`src/rtl/i2c_single_reg_master.sv`:
```
// i2c_single_reg_master
// Single-byte I2C initiator. Each accepted command runs one bus transaction:
// START, 7-bit address + R/W, ACK, one data byte, ACK/NACK, STOP, and then
// reports the result on the response interface. SCL/SDA are open-drain.
// Each bit slot is four quarters of PRESCALE clocks. While SCL is released,
// the quarter counter waits for the filtered SCL to read high, which honours
// clock stretching by the target.
module i2c_single_reg_master #(
  parameter int PRESCALE   = 250,
  parameter int FILTER_LEN = 4,
  parameter int DEBUG      = 0
) (
  input  logic       clk,
  input  logic       rst,
  input  logic       scl_i,
  output logic       scl_o,
  output logic       scl_t,
  input  logic       sda_i,
  output logic       sda_o,
  output logic       sda_t,
  input  logic       cmd_valid,
  output logic       cmd_ready,
  input  logic [6:0] cmd_addr,
  input  logic       cmd_read,
  input  logic [7:0] cmd_wdata,
  output logic       rsp_valid,
  output logic [7:0] rsp_data,
  output logic       rsp_nack,
  output logic       busy
);

  localparam int            QW    = (PRESCALE > 1) ? $clog2(PRESCALE) : 1;
  localparam logic [QW-1:0] QLAST = QW'(PRESCALE - 1);

  localparam logic [3:0] ST_IDLE     = 4'd0;
  localparam logic [3:0] ST_START    = 4'd1;
  localparam logic [3:0] ST_ADDR     = 4'd2;
  localparam logic [3:0] ST_ADDR_ACK = 4'd3;
  localparam logic [3:0] ST_WRITE    = 4'd4;
  localparam logic [3:0] ST_WR_ACK   = 4'd5;
  localparam logic [3:0] ST_READ     = 4'd6;
  localparam logic [3:0] ST_RD_NACK  = 4'd7;
  localparam logic [3:0] ST_STOP     = 4'd8;
  localparam logic [3:0] ST_DONE     = 4'd9;

  logic [3:0]            state;
  logic [1:0]            q;
  logic [QW-1:0]         qcnt;
  logic [2:0]            bit_cnt;
  logic [7:0]            addr_byte;
  logic [7:0]            wdata_r;
  logic [7:0]            rx_shift;
  logic                  nack_r;
  logic                  sample_bit;
  logic [FILTER_LEN-1:0] scl_sr;
  logic [FILTER_LEN-1:0] sda_sr;
  logic                  scl_f;
  logic                  sda_f;
  logic                  hold;
  logic                  q_end;
  logic                  slot_end;
  logic                  sample_now;

  // Debug tracing is a simulation-side concern; no hardware is generated for it.
  if (DEBUG != 0) begin : g_debug
  end

  // Glitch filters: the filtered level follows the pad only once every tap agrees.
  always_ff @(posedge clk or negedge rst) begin
    if (!rst) begin
      scl_sr <= '1;
      sda_sr <= '1;
      scl_f  <= 1'b1;
      sda_f  <= 1'b1;
    end else begin
      scl_sr <= {scl_sr[FILTER_LEN-2:0], scl_i};
      sda_sr <= {sda_sr[FILTER_LEN-2:0], sda_i};
      if (&scl_sr)       scl_f <= 1'b1;
      else if (~|scl_sr) scl_f <= 1'b0;
      if (&sda_sr)       sda_f <= 1'b1;
      else if (~|sda_sr) sda_f <= 1'b0;
    end
  end

  // A released SCL that still reads low means the target is stretching the clock.
  assign hold       = scl_o && !scl_f;
  assign q_end      = !hold && (qcnt == QLAST);
  assign slot_end   = q_end && (q == 2'd3);
  assign sample_now = q_end && (q == 2'd2);

  // Pad drive levels derived from the current state and quarter.
  always_comb begin
    scl_o = 1'b1;
    sda_o = 1'b1;
    case (state)
      ST_START: begin
        scl_o = (q != 2'd3);
        sda_o = (q == 2'd0);
      end
      ST_ADDR: begin
        scl_o = q[1];
        sda_o = addr_byte[bit_cnt];
      end
      ST_WRITE: begin
        scl_o = q[1];
        sda_o = wdata_r[bit_cnt];
      end
      ST_ADDR_ACK, ST_WR_ACK, ST_READ, ST_RD_NACK: begin
        scl_o = q[1];
      end
      ST_STOP: begin
        scl_o = (q != 2'd0);
        sda_o = (q == 2'd3);
      end
      default: begin
        scl_o = 1'b1;
        sda_o = 1'b1;
      end
    endcase
  end

  assign scl_t     = scl_o;
  assign sda_t     = sda_o;
  assign cmd_ready = (state == ST_IDLE);
  assign busy      = (state != ST_IDLE);
  assign rsp_valid = (state == ST_DONE);

  // Quarter timing: PRESCALE clocks per quarter, frozen while SCL is being stretched.
  always_ff @(posedge clk or negedge rst) begin
    if (!rst) begin
      qcnt <= '0;
      q    <= 2'd0;
    end else if (state == ST_IDLE || state == ST_DONE) begin
      qcnt <= '0;
      q    <= 2'd0;
    end else if (!hold) begin
      if (qcnt == QLAST) begin
        qcnt <= '0;
        q    <= q + 2'd1;
      end else begin
        qcnt <= qcnt + QW'(1);
      end
    end
  end

  // Transaction sequencing, SDA sampling and response capture.
  always_ff @(posedge clk or negedge rst) begin
    if (!rst) begin
      state      <= ST_IDLE;
      bit_cnt    <= 3'd0;
      addr_byte  <= 8'h00;
      wdata_r    <= 8'h00;
      rx_shift   <= 8'h00;
      nack_r     <= 1'b0;
      sample_bit <= 1'b1;
      rsp_data   <= 8'h00;
      rsp_nack   <= 1'b0;
    end else begin
      if (sample_now) sample_bit <= sda_f;
      case (state)
        ST_IDLE: begin
          if (cmd_valid) begin
            addr_byte <= {cmd_addr, cmd_read};
            wdata_r   <= cmd_wdata;
            nack_r    <= 1'b0;
            rx_shift  <= 8'h00;
            state     <= ST_START;
          end
        end
        ST_START: begin
          if (slot_end) begin
            bit_cnt <= 3'd7;
            state   <= ST_ADDR;
          end
        end
        ST_ADDR: begin
          if (slot_end) begin
            if (bit_cnt == 3'd0) state <= ST_ADDR_ACK;
            else                 bit_cnt <= bit_cnt - 3'd1;
          end
        end
        ST_ADDR_ACK: begin
          if (slot_end) begin
            bit_cnt <= 3'd7;
            if (sample_bit) begin
              nack_r <= 1'b1;
              state  <= ST_STOP;
            end else if (addr_byte[0]) begin
              state <= ST_READ;
            end else begin
              state <= ST_WRITE;
            end
          end
        end
        ST_WRITE: begin
          if (slot_end) begin
            if (bit_cnt == 3'd0) state <= ST_WR_ACK;
            else                 bit_cnt <= bit_cnt - 3'd1;
          end
        end
        ST_WR_ACK: begin
          if (slot_end) begin
            nack_r <= sample_bit;
            state  <= ST_STOP;
          end
        end
        ST_READ: begin
          if (sample_now) rx_shift <= {rx_shift[6:0], sda_f};
          if (slot_end) begin
            if (bit_cnt == 3'd0) state <= ST_RD_NACK;
            else                 bit_cnt <= bit_cnt - 3'd1;
          end
        end
        ST_RD_NACK: begin
          if (slot_end) state <= ST_STOP;
        end
        ST_STOP: begin
          if (slot_end) begin
            rsp_nack <= nack_r;
            rsp_data <= (addr_byte[0] && !nack_r) ? rx_shift : 8'h00;
            state    <= ST_DONE;
          end
        end
        ST_DONE: begin
          state <= ST_IDLE;
        end
        default: begin
          state <= ST_IDLE;
        end
      endcase
    end
  end

endmodule

```
`config.mk`:
```
export PLATFORM = sky130hd
export DESIGN_NAME = i2c_single_reg_master
export DESIGN_NICKNAME = d
export VERILOG_FILES = /design/src/rtl/i2c_single_reg_master.sv
export SDC_FILE = /design/constraint.sdc
export NUM_CORES = 1
export LEC_CHECK = 0
export CAP_MARGIN = 20
export CORE_MARGIN = 2
export CORE_UTILIZATION = 55
export CTS_CLUSTER_DIAMETER = 30
export CTS_CLUSTER_SIZE = 30
export DETAILED_ROUTE_END_ITERATION = 12
export MAX_ROUTING_LAYER = met4
export PLACE_DENSITY = 0.85
export SLEW_MARGIN = 10
export SYNTH_ARGS = -nofsm -noshare
export SYNTH_HDL_FRONTEND = slang
export SYNTH_SLANG_ARGS = --single-unit
```
`constraint.sdc`:
```
create_clock -name clk -period 2.9 [get_ports clk]
set_clock_uncertainty 0.05 [all_clocks]
set_input_delay 0.435 -clock clk [delete_from_list [all_inputs] [get_ports clk]]
set_output_delay 0.435 -clock clk [all_outputs]
set_load 0.005 [all_outputs]
```
==> flow_summary_export.csv <==
group,metric,value,unit
yosys,synthTopCellsByArea,"dfrtp_1 41%, dfstp_2 9.3%, mux2_2 6.9%, nand2_1 5.0%, mux4_2 2.9%",
placement,port_buffers,36,
pwr,switchingPower,409,uW
clock_tree,worstSkewPairLatency,0.35,ns
sta,grt_setup_unrepaired,"no",
drt,drt_wl_total,6610,um
outcome,status,"completed",
cells_and_area,fill_cells,440,
critical_path,timing.setup.critical_path_class,"flip-flop to output pin",
placement,post-place-ws,0.242,ns
critical_path,cpPeakStageDelay,0.61,ns
cells_and_area,areaGrowthSynthToFinish,21.1,%
pwr,clock_power_share,0.455,
pwr,p_leak,0.00158,uW
yosys,synth_top_area_share,0.412,
drt,vias,2379,
cells_and_area,nNetsFinal,357,
die,die-area,6240,um^2
critical_path,endpoint_kind,"output pin",
global_routing,grt-ovfl-total,0,
yosys,synth_fp_nets,319,
sta,holdWs,0.181,ns
critical_path,cp.arrival,2.34,ns
cells_and_area,design_area,3750,um^2
clock_tree,cts.clk_slew.worst_paths,0.07,ns
yosys,synth_area_per_cell,10.6,um^2
cells_and_area,utilization,0.685,
yosys,ys_warn_count,0,
sta,setup_viol,0,
sta,fmax,354,MHz
sta,drv_slew,0,
clock_tree,cts_buffers,9,
drt,drtPass1Iterations,4,
pwr,p_seq_frac,0.513,
die,dieWidth,79.0,um
sta,fin_crit,2.83,ns
clock_tree,cts_tree,"built",
critical_path,crit_required,2.41,ns
sta,hold_viol,0,
drt,drt_iter0_markers,178,
yosys,netlist_area,3100,um^2
global_routing,grt_first_pass_wirelength,11100,um
yosys,ys_types,52,
critical_path,crit_path_start_kind,"flip-flop",
cells_and_area,multi_input_area,1440,um^2
yosys,synth_enable_flop_cells,0,
die,die_y,79.0,um
cells_and_area,drive_above_1_share,0.219,
pwr,switching_share,0.238,
placement,post-dp-hpwl,4490,um
global_routing,antenna_found_initial,0,
global_routing,track_usage,0.242,
drt,vias_per_cell,5.86,
cells_and_area,regArea,1570,um^2
clock_tree,htree_levels,3,
yosys,synth_seq_cells,62,
yosys,ys_seq_area_frac,0.506,
run,drv_cap,0,
die,start_util,0.566,
sta,setup_ws,0.0724,ns
yosys,ys_async_sr_fraction,1.00,
drt,ant_nets,0,
yosys,synth_top_cell_by_area,"dfrtp_1",
clock_tree,hold_buffers,0,
sta,fin_crit_sh,0.975,
placement,postPlaceCellArea,3510,um^2
critical_path,crit_fanout,14,
sta,tightest_slew,0.931,ns
cells_and_area,diodes,0,
global_routing,grt_max_degree,44,
pwr,internal-power,1310,uW
clock_tree,cts_buffer_depth,2,
pwr,p_comb_frac,0.032,
hold_path,hp-class,"input pin to async pin",
die,core,5470,um^2
drt,route.detailed.drc,0,
placement,gp_congestion,0.862,
die,ioPinCount,37,
yosys,synthCells,291,
pwr,power.density,459,nW/um^2
drt,wl_per_cell,16.3,um
sta,fin_tns_setup,0,ns
yosys,synth_common_cells,"51 x dfrtp_1, 41 x nand2_1, 19 x mux2_2",
clock_tree,clock_sinks,62,
yosys,yosysMostFrequentCell,"dfrtp_1",
critical_path,path_cells,"buf_4, or4_4, inv_1, clkdlybuf4s50_1",
yosys,synth_ff_type,"dfrtp_1",
clock_tree,cts_root_buffer,"clkbuf_8",
critical_path,crit_slowest_cell,"dfrtp_1",
die,fp-row-count,27,
sta,relSlewSlack,0.379,
pwr,ir_worst_vdd,327,uV
global_routing,grt_pass1_vias,2384,
[metrics by stage]
stage,power (uW),cells
floorplan,907,291
global placement,955,389
detailed placement,956,389
CTS,1740,406
global route,1780,406
finish,1720,406
[power groups by stage]
stage               combinational (uW)  clock [uW]  sequential [uW]
floorplan                         8.16           0              899
global placement                  54.8           0              900
detailed placement                55.9           0              900
CTS                               56.4         799              884
global route                      60.8         838              885
finish                            54.5         784              884
[layer usage]
metal,global-route usage,wire length (um)
met1,0.296,2820
met2,0.389,3310
met3,0.0705,347
met4,0.0828,138
met5,-,0
[area by class of cell]
type	count	area share
sequential	62	0.418
inverter	10	0.0100
clock buffer	9	0.0330
multi-input combinational	202	0.384
clock inverter	7	0.0210
timing repair buffer	44	0.110
tap	72	0.0240
[worst paths after layout]
kind	start	endpoint	slack, ns	depth (start not counted)
setup / recovery	state[2]$_DFFE_PN0P_	cmd_ready	0.07	4
hold / removal	rst	rx_shift[7]$_DFFE_PN0P_	0.18	1
setup reg to reg	state[2]$_DFFE_PN0P_	addr_byte[1]$_DFFE_PN0P_	0.51	5
hold reg to reg	scl_sr[1]$_DFF_PN1_	scl_sr[2]$_DFF_PN1_	0.31	0
max in group asynchronous	rst	state[1]$_DFFE_PN0P_	1.89	2
min in group clk	scl_sr[1]$_DFF_PN1_	scl_sr[2]$_DFF_PN1_	0.31	0
[critical path, delay by kind of cell, from the launching register on]
family	cells	cell delay, ns
buffers and inverters	3	0.88
DFF	1	0.61
and+or+nand+nor	1	0.51
[cell families (layout without fill, tap and decap cells)]
kind of cell,after synthesis,count (layout),synth area share
AO/OA/AOI/OAI,59,59,0.136
XOR/XNOR,6,6,0.0170
adder cells (fa/ha/maj),7,7,0.0283
buffers and inverters,27,70,0.0384
flip-flops,62,62,0.506
multiplexers,25,25,0.105
AND/OR/NAND/NOR,105,105,0.170
[repair_timing]
item / CTS / global route
setup buffers: 1 / 0
setup endpoints to repair: 4 / 2
pin swaps: 0 / 0
gates resized for setup: 5 / 3
[sequential cells by signal, indices dropped and copies added (netlist names), 2 cells and up]
signal     count
addr_byte      8
qcnt           8
rsp_data       8
rx_shift       8
wdata_r        8
scl_sr         4
sda_sr         4
state          4
bit_cnt        3
q              2
[cell usage in the layout (no fill, tap or decap), drive strengths merged, types with 3 or more instances in the layout]
cell type,instances
buf,9
dfrtp,51
mux2,19
xnor2,4
nand3,14
nor2,17
o21ai,13
clkbuf,9
clkdlybuf4s50,33
a31oi,5
nor3b,3
mux4,4
and3,4
nand2,42
a21oi,16
or3,4
nand2b,4
nor2b,3
dfstp,11
nor3,3
nand4,3
ha,7
a311oi,3
inv,13
o31ai,3
clkinv,3
a41oi,3
Note: power is estimated with default switching activity, not from simulation.
